`src/rtl/muldiv_sequencer.sv`:
```
// muldiv_sequencer: executes RV32M multiply/divide by borrowing the shared
// 32-bit ALU for 32 shift-add / shift-subtract iterations, then sign-fixing
// the result and returning the selected word with a one-cycle done pulse.
module muldiv_sequencer (
    input  logic        clk,
    input  logic        rst,
    input  logic        start,
    input  logic [2:0]  funct3,
    input  logic [31:0] opA,
    input  logic [31:0] opB,
    output logic        busy,
    output logic        done,
    output logic [31:0] result,
    output logic        aluOwn,
    output logic [3:0]  aluSel,
    output logic [31:0] aluSrcA,
    output logic [31:0] aluSrcB,
    input  logic [31:0] aluResult
);

    typedef enum logic [1:0] {
        S_IDLE = 2'd0,
        S_ITER = 2'd1,
        S_FIX  = 2'd2,
        S_DONE = 2'd3
    } state_e;

    localparam logic [2:0] F_MUL    = 3'b000;
    localparam logic [2:0] F_MULH   = 3'b001;
    localparam logic [2:0] F_MULHSU = 3'b010;
    localparam logic [2:0] F_MULHU  = 3'b011;
    localparam logic [2:0] F_DIV    = 3'b100;
    localparam logic [2:0] F_DIVU   = 3'b101;
    localparam logic [2:0] F_REM    = 3'b110;
    localparam logic [2:0] F_REMU   = 3'b111;

    localparam logic [3:0] ALU_ADD = 4'b0000;
    localparam logic [3:0] ALU_SUB = 4'b1100;

    // Registered state. For multiplies {hi,lo} is the product accumulator and
    // opnd holds |A|; for divides hi is the remainder, lo the quotient and
    // opnd holds |B|.
    state_e      state_q, state_d;
    logic [4:0]  cnt_q, cnt_d;
    logic [2:0]  op_q, op_d;
    logic        neg_q, neg_d;
    logic [31:0] hi_q, hi_d;
    logic [31:0] lo_q, lo_d;
    logic [31:0] opnd_q, opnd_d;
    logic [31:0] result_q, result_d;

    // Operand decode for an incoming request.
    logic        is_div;
    logic        neg_a;
    logic        neg_b;
    logic [31:0] abs_a;
    logic [31:0] abs_b;
    logic        neg_res;
    logic        div_zero;
    logic        div_ovf;
    logic        shortcut;
    logic [31:0] short_res;
    logic        accept;

    // Iteration datapath.
    logic [31:0] mul_sum;
    logic        mul_carry;
    logic [31:0] rem_sh;
    logic [31:0] quo_sh;
    logic        div_take;

    // Final correction.
    logic [63:0] prod_fix;
    logic [31:0] quo_fix;
    logic [31:0] rem_fix;
    logic [31:0] fix_word;

    // Register update; reset returns every flop to its idle value.
    always_ff @(posedge clk) begin
        // NOTE: non-blocking assignments here so every flop samples pre-edge values.
        if (rst) begin
            state_q  <= S_IDLE;
            cnt_q    <= '0;
            op_q     <= '0;
            neg_q    <= 1'b0;
            hi_q     <= '0;
            lo_q     <= '0;
            opnd_q   <= '0;
            result_q <= '0;
        end else begin
            state_q  <= state_d;
            cnt_q    <= cnt_d;
            op_q     <= op_d;
            neg_q    <= neg_d;
            hi_q     <= hi_d;
            lo_q     <= lo_d;
            opnd_q   <= opnd_d;
            result_q <= result_d;
        end
    end

    // Request decode: magnitudes, result sign and the two divide shortcuts.
    always_comb begin
        is_div   = funct3[2];
        neg_a    = opA[31] && (funct3 == F_MULH || funct3 == F_MULHSU ||
                               funct3 == F_DIV  || funct3 == F_REM);
        neg_b    = opB[31] && (funct3 == F_MULH || funct3 == F_DIV ||
                               funct3 == F_REM);
        abs_a    = neg_a ? (32'd0 - opA) : opA;
        abs_b    = neg_b ? (32'd0 - opB) : opB;
        case (funct3)
            F_MULH, F_DIV:   neg_res = neg_a ^ neg_b;
            F_MULHSU, F_REM: neg_res = neg_a;
            default:         neg_res = 1'b0;
        endcase
        div_zero = is_div && (opB == 32'd0);
        div_ovf  = (funct3 == F_DIV || funct3 == F_REM) &&
                   (opA == 32'h8000_0000) && (opB == 32'hFFFF_FFFF);
        shortcut = div_zero || div_ovf;
        // funct3[1] separates remainder ops from quotient ops among divides.
        if (div_zero) begin
            short_res = funct3[1] ? opA : 32'hFFFF_FFFF;
        end else begin
            short_res = funct3[1] ? 32'd0 : 32'h8000_0000;
        end
        accept   = (state_q == S_IDLE) && start;
    end

    // One iteration step of shift-add multiply and restoring divide.
    always_comb begin
        mul_sum   = lo_q[0] ? aluResult : hi_q;
        mul_carry = lo_q[0] && (aluResult < hi_q);
        rem_sh    = {hi_q[30:0], lo_q[31]};
        quo_sh    = {lo_q[30:0], 1'b0};
        div_take  = hi_q[31] || (rem_sh >= opnd_q);
    end

    // Sign correction and output word selection used in FIX.
    always_comb begin
        prod_fix = neg_q ? (64'd0 - {hi_q, lo_q}) : {hi_q, lo_q};
        quo_fix  = neg_q ? (32'd0 - lo_q) : lo_q;
        rem_fix  = neg_q ? (32'd0 - hi_q) : hi_q;
        case (op_q)
            F_MUL:                     fix_word = prod_fix[31:0];
            F_MULH, F_MULHSU, F_MULHU: fix_word = prod_fix[63:32];
            F_DIV, F_DIVU:             fix_word = quo_fix;
            default:                   fix_word = rem_fix;
        endcase
    end

    // Next-state logic of the control FSM.
    always_comb begin
        state_d = state_q;
        case (state_q)
            S_IDLE: if (start) state_d = shortcut ? S_DONE : S_ITER;
            S_ITER: if (cnt_q == 5'd31) state_d = S_FIX;
            S_FIX:  state_d = S_DONE;
            S_DONE: state_d = S_IDLE;
            default: state_d = S_IDLE;
        endcase
    end

    // Datapath register next values.
    always_comb begin
        // NOTE: every target gets a hold default first so no latch is inferred.
        cnt_d    = cnt_q;
        op_d     = op_q;
        neg_d    = neg_q;
        hi_d     = hi_q;
        lo_d     = lo_q;
        opnd_d   = opnd_q;
        result_d = result_q;
        if (accept) begin
            op_d  = funct3;
            neg_d = neg_res;
            cnt_d = '0;
            hi_d  = '0;
            if (shortcut) begin
                result_d = short_res;
            end else if (is_div) begin
                lo_d   = abs_a;
                opnd_d = abs_b;
            end else begin
                lo_d   = abs_b;
                opnd_d = abs_a;
            end
        end else if (state_q == S_ITER) begin
            cnt_d = cnt_q + 5'd1;
            if (op_q[2]) begin
                hi_d = div_take ? aluResult : rem_sh;
                lo_d = {quo_sh[31:1], div_take};
            end else begin
                hi_d = {mul_carry, mul_sum[31:1]};
                lo_d = {mul_sum[0], lo_q[31:1]};
            end
        end else if (state_q == S_FIX) begin
            result_d = fix_word;
        end
    end

    // Outputs: status flags and the ALU borrow, driven only while iterating.
    always_comb begin
        busy    = (state_q == S_ITER) || (state_q == S_FIX);
        done    = (state_q == S_DONE);
        result  = result_q;
        aluOwn  = (state_q == S_ITER);
        aluSel  = ALU_ADD;
        aluSrcA = '0;
        aluSrcB = '0;
        if (state_q == S_ITER) begin
            aluSel  = op_q[2] ? ALU_SUB : ALU_ADD;
            aluSrcA = op_q[2] ? rem_sh : hi_q;
            aluSrcB = opnd_q;
        end
    end

endmodule

```
`config.mk`:
```
export PLATFORM = sky130hd
export DESIGN_NAME = muldiv_sequencer
export DESIGN_NICKNAME = d
export VERILOG_FILES = /design/src/rtl/muldiv_sequencer.sv
export SDC_FILE = /design/constraint.sdc
export NUM_CORES = 1
export LEC_CHECK = 0
export CAP_MARGIN = 20
export CORE_MARGIN = 3
export CORE_UTILIZATION = 35
export DETAILED_ROUTE_END_ITERATION = 12
export DONT_BUFFER_PORTS = 1
export PLACE_DENSITY = 0.6
export SLEW_MARGIN = 5
export SYNTH_ARGS = -nofsm -noshare
export SYNTH_HDL_FRONTEND = slang
export SYNTH_SLANG_ARGS = --single-unit
```
`constraint.sdc`:
```
create_clock -name clk -period 3.9 [get_ports clk]
set_input_delay 0.39 -clock clk [delete_from_list [all_inputs] [get_ports clk]]
set_output_delay 0.39 -clock clk [all_outputs]
set_load 0.01 [all_outputs]
```
==> out/qor.yml, run 1 <==
dpl_cell_area_mm2: 0.0144
holdWs_ns: 0.0130
ys.flop_type: "dfxtp_1"
num_rows: 72
drt_first_pass_iters: 7
startpoint_type: "flip-flop"
synth-seq-cells: 139
report.final.hold_viol_count: 0
start_util: 0.357
syn_avg_cell_area_um2: 7.14
synth_cell_types: 82
viasPerCell: 6.62
grt_usage: 0.304
p_comb_frac: 0.607
p_sw_frac: 0.530
antenna_found_initial: 1
totalWireLength_um: 66300
cp_cell_sequence: "nor4_2 -> nand4_1 -> buf_4 -> or3_1 -> buf_4 -> nor4_1 -> buf_4 -> a211oi_1 -> a211oi_1"
yosysWarnings: 0
async_reset_ff_frac: 0
multi_input_area_mm2: 0.00999
yosys.cell_count.top_type: "nor2_1"
timing.critical_path.mode_cell: "buf_4"
p_per_area_mw_per_mm2: 721
cts_buffers: 17
path_delay_family: "simple AND/OR/NAND/NOR gates"
ant_nets: 0
syn_area_mm2: 0.0139
yosys.area.top_type_share: 0.200
drv_cap: 0
grt_pass1_vias: 14500
dp_hpwl_um: 50400
worstMarginPinSlew_ns: 1.13
insertion_delay_ns: 0.45
cp_max_fo: 13
core_mm2: 0.0389
ff_latch_area_mm2: 0.00279
n_antenna_cell: 0
slew_headroom: 0.246
status: "completed"
cts_buffer_depth: 2
area_growth_pct: 8.53
ys_seq_area_frac: 0.200
tns_ns: 0
numPortBuffers: 0
hold_buffers: 0
drt_iter0_markers: 1929
die-area_mm2: 0.0421
end_kind: "flip-flop"
clockPowerShare: 0.169
critPathKind: "reg -> reg"
syn_inst: 1944
seq_power_share: 0.224
min_path_type: "in -> reg"
finalMaxSlewViolations: 0
vias: 15800
finalClockSkew_ns: 0.0170
drc_errors: 0
cts_num_sinks: 139
arrival_ns: 4.03
fillers: 4151
rsz0062_at_grt: "no"
p_int_uw: 5100
wl_per_cell_um: 27.8
worst-path-buf-inv: 3
io_pins: 205
die_w_um: 205
p_sw_uw: 5760
cts_resized: 0
finalNetCount: 2034
crit_required_ns: 4.24
grt_max_degree: 89
slowest_stage: "nor4_1"
cts_tree: "yes"
peakVddDrop_mv: 0.457
postCtsSetupBuffers: 0
maxClockFrequency_mhz: 271
period_minus_slack_ns: 3.69
synth_top_area_cell: "dfxtp_1"
dieHeight_um: 205
p_leak_uw: 0.00523
synthTopCellsByArea: "dfxtp_1 20%, ha_1 6.8%, nor2_1 6.3%"
cts.clk_slew.worst_paths_ns: 0.07
timing.final.crit_share: 0.945
gp_congestion: 1.04
synth_edf_count: 0
grt_pass1_wl_um: 96800
setup_viol_count_final: 0
root_buffer: "clkbuf_16"
slowest_delay_ns: 0.73
fin_area_mm2: 0.0151
yosys-top-cells-count: "233 x nor2_1, 160 x nand2_1, 156 x clkbuf_1, 139 x dfxtp_1"
htreeDepth: 4
grt-ovfl-total: 0
layout-drive-gt1-share: 0.0824
[per-layer routing]
metal,share of wire,global-route usage,wire length (um),vias to the layer above
met5,0.00020,0,13,-
met4,0.037,0.0989,2480,2
met1,0.41,0.423,27400,7552
li1,-,-,-,7034
met3,0.13,0.0945,8730,131
met2,0.42,0.443,27700,1079
[metrics by stage]
step	worst slack [ns]	power, uW	std cells	util
2_1_floorplan	0.858	6570	1945	-
3_3_place_gp	0.443	8710	2355	0.370
3_5_place_dp	0.388	8760	2355	0.370
4_1_cts	0.379	10600	2387	0.387
5_1_grt	0.0632	11400	2388	0.387
6_report	0.215	10900	2388	0.387
[layout by cell type, fill, tap and decap left out, drive strengths merged, types with 29 or more instances in the layout]
master,n
a31oi,42
dfxtp,139
ha,75
xnor2,64
o21ai,108
xor2,43
nor3,78
nand3,30
nand4,33
o311ai,33
nand2,161
o31ai,29
a32o,31
buf,79
o211ai,45
o22ai,35
inv,103
nor4,31
a21oi,107
a211oi,31
nor2,233
mux2i,87
[path summary, 6_finish.rpt]
kind,startpoint,endpoint,slack [ns],depth (start not counted)
setup / recovery,lo_q[14]$_SDFFE_PP0P_,result[11]$_SDFFE_PP0P_,0.21,9
hold reg to reg,opnd_q[27]$_SDFFE_PP0P_,opnd_q[27]$_SDFFE_PP0P_,0.45,2
setup reg to reg,lo_q[14]$_SDFFE_PP0P_,result[11]$_SDFFE_PP0P_,0.21,9
hold / removal,rst,state_q[1]$_SDFFE_PP0P_,0.01,1
[cell type report]
type | count | share of cell area
clock buffer | 21 | 0.0306
clock inverter | 11 | 0.0120
inverter | 100 | 0.0249
multi-input combinational | 1519 | 0.664
sequential | 139 | 0.185
timing repair buffer | 80 | 0.0409
tap | 518 | 0.0430
[registers in the layout (all words and copies together), names as in the netlist]
register and count:
lo_q 32, neg_q 1, opnd_q 32, cnt_q 5, state_q 2, result 32
op_q 3, hi_q 32
[power by group through the flow]
stage / registers (uW) / logic (uW) / clock network, uW
2_1_floorplan: 2080 / 4500 / 0
3_3_place_gp: 2430 / 6280 / 0
3_5_place_dp: 2430 / 6330 / 0
4_1_cts: 2410 / 6370 / 1850
5_1_grt: 2470 / 7060 / 1900
6_report: 2430 / 6590 / 1840
[logic make-up after synthesis]
| group | after synthesis | share of synthesized area |
|---|---|---|
| xor gates and xnor gates | 107 | 0.0675 |
| muxes | 91 | 0.0660 |
| and+or+nand+nor | 660 | 0.226 |
| AOI/OAI and AO/OA | 584 | 0.291 |
| other | 1 | 0.000270 |
| buffers and inverters | 287 | 0.0808 |
| adders and majority gates | 75 | 0.0676 |
| DFF | 139 | 0.200 |
[worst register-to-register path: stages (launching register included)]
cell      delay, ns
dfxtp_1        0.41
nor4_2         0.58
nand4_1        0.18
buf_4          0.23
or3_1          0.58
buf_4          0.26
nor4_1         0.73
buf_4          0.24
a211oi_1       0.08
a211oi_1       0.30
Note: power is estimated with default switching activity, not from simulation.
==> run 2: changes to the inputs <==
Settings changed: ABC_AREA from default to 1.
Clock period 3.9 ns to 4 ns, I/O delays scaled along.
==> run 2 against run 1 <==
Effect of this change: power decreased by 20%; fmax up 29%; utilization fell by 0.72 points; die area grew 7.1%; worst setup slack better by 0.94 ns; count of clock-buffer cells in the layout fell by 4; critical endpoint is now opnd_q[25]$_SDFFE_PP0P_; largest cell class unchanged.
==> out/qor.yml, run 2 <==
viasPerCell: 5.84  # was 6.62
antenna_found_initial: 1  # unchanged
root_buffer: "clkbuf_16"  # unchanged
finalMaxSlewViolations: 0  # unchanged
peakVddDrop_mv: 0.326  # was 0.457 mV
synth_edf_count: 0  # unchanged
cts_buffers: 17  # unchanged
maxClockFrequency_mhz: 351  # was 271 MHz
cts_num_sinks: 139  # unchanged
p_leak_uw: 0.00735  # was 0.00523 uW
clockPowerShare: 0.192  # was 0.169
yosys-top-cells-count: "652 x nand2_1, 280 x inv_1, 265 x a21oi_1, 262 x nor2_1, 225 x nand3_1"  # was 233 x nor2_1, 160 x nand2_1, 156 x clkbuf_1, 139 x dfxtp_1
hold_buffers: 2  # was 0
synth_cell_types: 52  # was 82
seq_power_share: 0.257  # was 0.224
insertion_delay_ns: 0.47  # was 0.45 ns
ys.flop_type: "dfxtp_1"  # unchanged
core_mm2: 0.0415  # was 0.0389 mm^2
drv_cap: 0  # unchanged
slowest_stage: "inv_2"  # was nor4_1
startpoint_type: "flip-flop"  # unchanged
grt_max_degree: 92  # was 89
grt_pass1_vias: 16600  # was 14500
die-area_mm2: 0.0451  # was 0.0421 mm^2
htreeDepth: 4  # unchanged
status: "completed"  # unchanged
dp_hpwl_um: 57100  # was 50400 um
n_antenna_cell: 0  # unchanged
min_path_type: "in -> reg"  # unchanged
final_cell_mix: "652 x nand2_1, 279 x inv_1, 264 x a21oi_1"  # was 231 x nor2_1, 160 x nand2_1, 136 x dfxtp_1
tns_ns: 0  # unchanged
start_util: 0.359  # was 0.357
p_comb_frac: 0.551  # was 0.607
slowest_delay_ns: 0.64  # was 0.73 ns
slew_headroom: 0.416  # was 0.246
cts.clk_slew.worst_paths_ns: 0.07  # about the same
drt_iter0_markers: 2362  # was 1929
syn_inst: 2622  # was 1944
syn_area_mm2: 0.0149  # was 0.0139 mm^2
postCtsSetupBuffers: 0  # unchanged
finalClockSkew_ns: 0.0230  # was 0.0170 ns
gp_congestion: 0.984  # was 1.04
p_int_uw: 4040  # was 5100 uW
setup_viol_count_final: 0  # unchanged
cts_resized: 0  # unchanged
grt_usage: 0.318  # was 0.304
yosysWarnings: 0  # unchanged
synth-seq-cells: 139  # unchanged
cp_cell_sequence: "inv_1 -> ha_1 -> nand2_1 -> inv_2 -> nand3_4 -> inv_2 -> nand3_1 -> o211ai_1 -> inv_1"  # was nor4_2 -> nand4_1 -> buf_4 -> or3_1 -> buf_4 -> nor4_1 -> buf_4 -> a211oi_1 -> a211oi_1
async_reset_ff_frac: 0  # unchanged
finalNetCount: 2711  # was 2034
syn_avg_cell_area_um2: 5.68  # was 7.14 um^2
area_growth_pct: 5.77  # was 8.53%
io_pins: 205  # unchanged
grt-ovfl-total: 0  # unchanged
p_sw_uw: 4680  # was 5760 uW
ys_seq_area_frac: 0.187  # was 0.200
p_per_area_mw_per_mm2: 553  # was 721 mW/mm^2
cts_tree: "yes"  # unchanged
die_w_um: 212  # was 205 um
crit_required_ns: 4.36  # was 4.24 ns
fillers: 4648  # was 4151
period_minus_slack_ns: 2.85  # was 3.69 ns
vias: 18000  # was 15800
cts_buffer_depth: 2  # unchanged
cp_max_fo: 43  # was 13
critPathKind: "reg -> reg"  # unchanged
p_sw_frac: 0.536  # was 0.530
num_rows: 74  # was 72
report.final.hold_viol_count: 0  # unchanged
end_kind: "flip-flop"  # unchanged
numPortBuffers: 0  # unchanged
grt_pass1_wl_um: 108000  # was 96800 um
synth_top_area_cell: "dfxtp_1"  # unchanged
timing.final.crit_share: 0.712  # was 0.945
ant_nets: 0  # unchanged
arrival_ns: 3.21  # was 4.03 ns
fin_area_mm2: 0.0158  # was 0.0151 mm^2
layout-drive-gt1-share: 0.0499  # was 0.0824
yosys.area.top_type_share: 0.187  # was 0.200
synthTopCellsByArea: "dfxtp_1 19%, nand2_1 16%, a21oi_1 8.9%"  # was dfxtp_1 20%, ha_1 6.8%, nor2_1 6.3%
dieHeight_um: 212  # was 205 um
final_common_cell: "nand2_1"  # was nor2_1
drt_first_pass_iters: 6  # was 7
yosys.cell_count.top_type: "nand2_1"  # was nor2_1
wl_per_cell_um: 23.8  # was 27.8 um
dpl_cell_area_mm2: 0.0151  # was 0.0144 mm^2
totalWireLength_um: 73400  # was 66300 um
worstMarginPinSlew_ns: 0.873  # was 1.13 ns
rsz0062_at_grt: "no"  # unchanged
drc_errors: 0  # unchanged
-- run 2: worst paths after layout --
check	to	slack (ns)	start	cells past startpoint
worst max-delay path	opnd_q[25]$_SDFFE_PP0P_	1.15	state_q[0]$_SDFFE_PP0P_	9
worst max register to register	opnd_q[25]$_SDFFE_PP0P_	1.15	state_q[0]$_SDFFE_PP0P_	9
worst min-delay path	state_q[0]$_SDFFE_PP0P_	0.01	rst	1
worst min register to register	cnt_q[4]$_SDFFE_PP0P_	0.47	cnt_q[4]$_SDFFE_PP0P_	2
-- run 2: per-layer routing --
layer	track usage	part of all wire	vias up
met2	0.493	0.44	958
met3	0.0623	0.088	181
met4	0.176	0.061	2
met1	0.415	0.41	8318
met5	0	0.00014	-
li1	-	-	8516
-- run 2: kinds of logic after synthesis --
kind of cell    share of synthesized area
compound gates                      0.224
flops                               0.187
other cells                      0.000252
buf+inv                             0.119
fa+ha+maj                          0.0630
simple gates                        0.374
xor+xnor                           0.0329
-- run 2: area by class of cell --
cell class	count	area [um^2]	share of cell area
tap	532	666	0.0422
multi-input combinational	2047	10400	0.657
sequential	139	2790	0.177
inverter	303	1140	0.0725
clock inverter	13	168	0.0106
clock buffer	17	425	0.0270
timing repair buffer	26	213	0.0135
-- run 2: through the flow --
step | std cells | utilization | total power, uW | hold slack, ns | worst slack (ns)
after floorplan | 2623 | - | 5360 | 0.445 | 1.82
after global placement | 3045 | 0.365 | 6860 | 0.452 | 1.02
after detailed placement | 3045 | 0.365 | 6900 | 0.463 | 0.981
after CTS | 3077 | 0.380 | 8600 | 0.00363 | 1.16
after global routing | 3077 | 0.380 | 9310 | 0.0143 | 0.958
final | 3077 | 0.380 | 8720 | 0.0116 | 1.15
-- run 2: power by group through the flow --
stage               registers [uW]  clock network, uW  logic, uW
floorplan                     1930                  0       3430
finish                        2240               1680       4800
global route                  2240               1750       5330
global placement              2240                  0       4630
CTS                           2210               1700       4690
detailed placement            2230                  0       4670
-- run 2: critical path, delay by kind of cell (launching register included) --
kind                     cells  cell delay [ns]
buffers and inverters        4             1.21
AND/OR/NAND/NOR              3             0.81
flip-flops                   1             0.34
adder cells (fa/ha/maj)      1             0.18
AO/OA/AOI/OAI                1             0.17
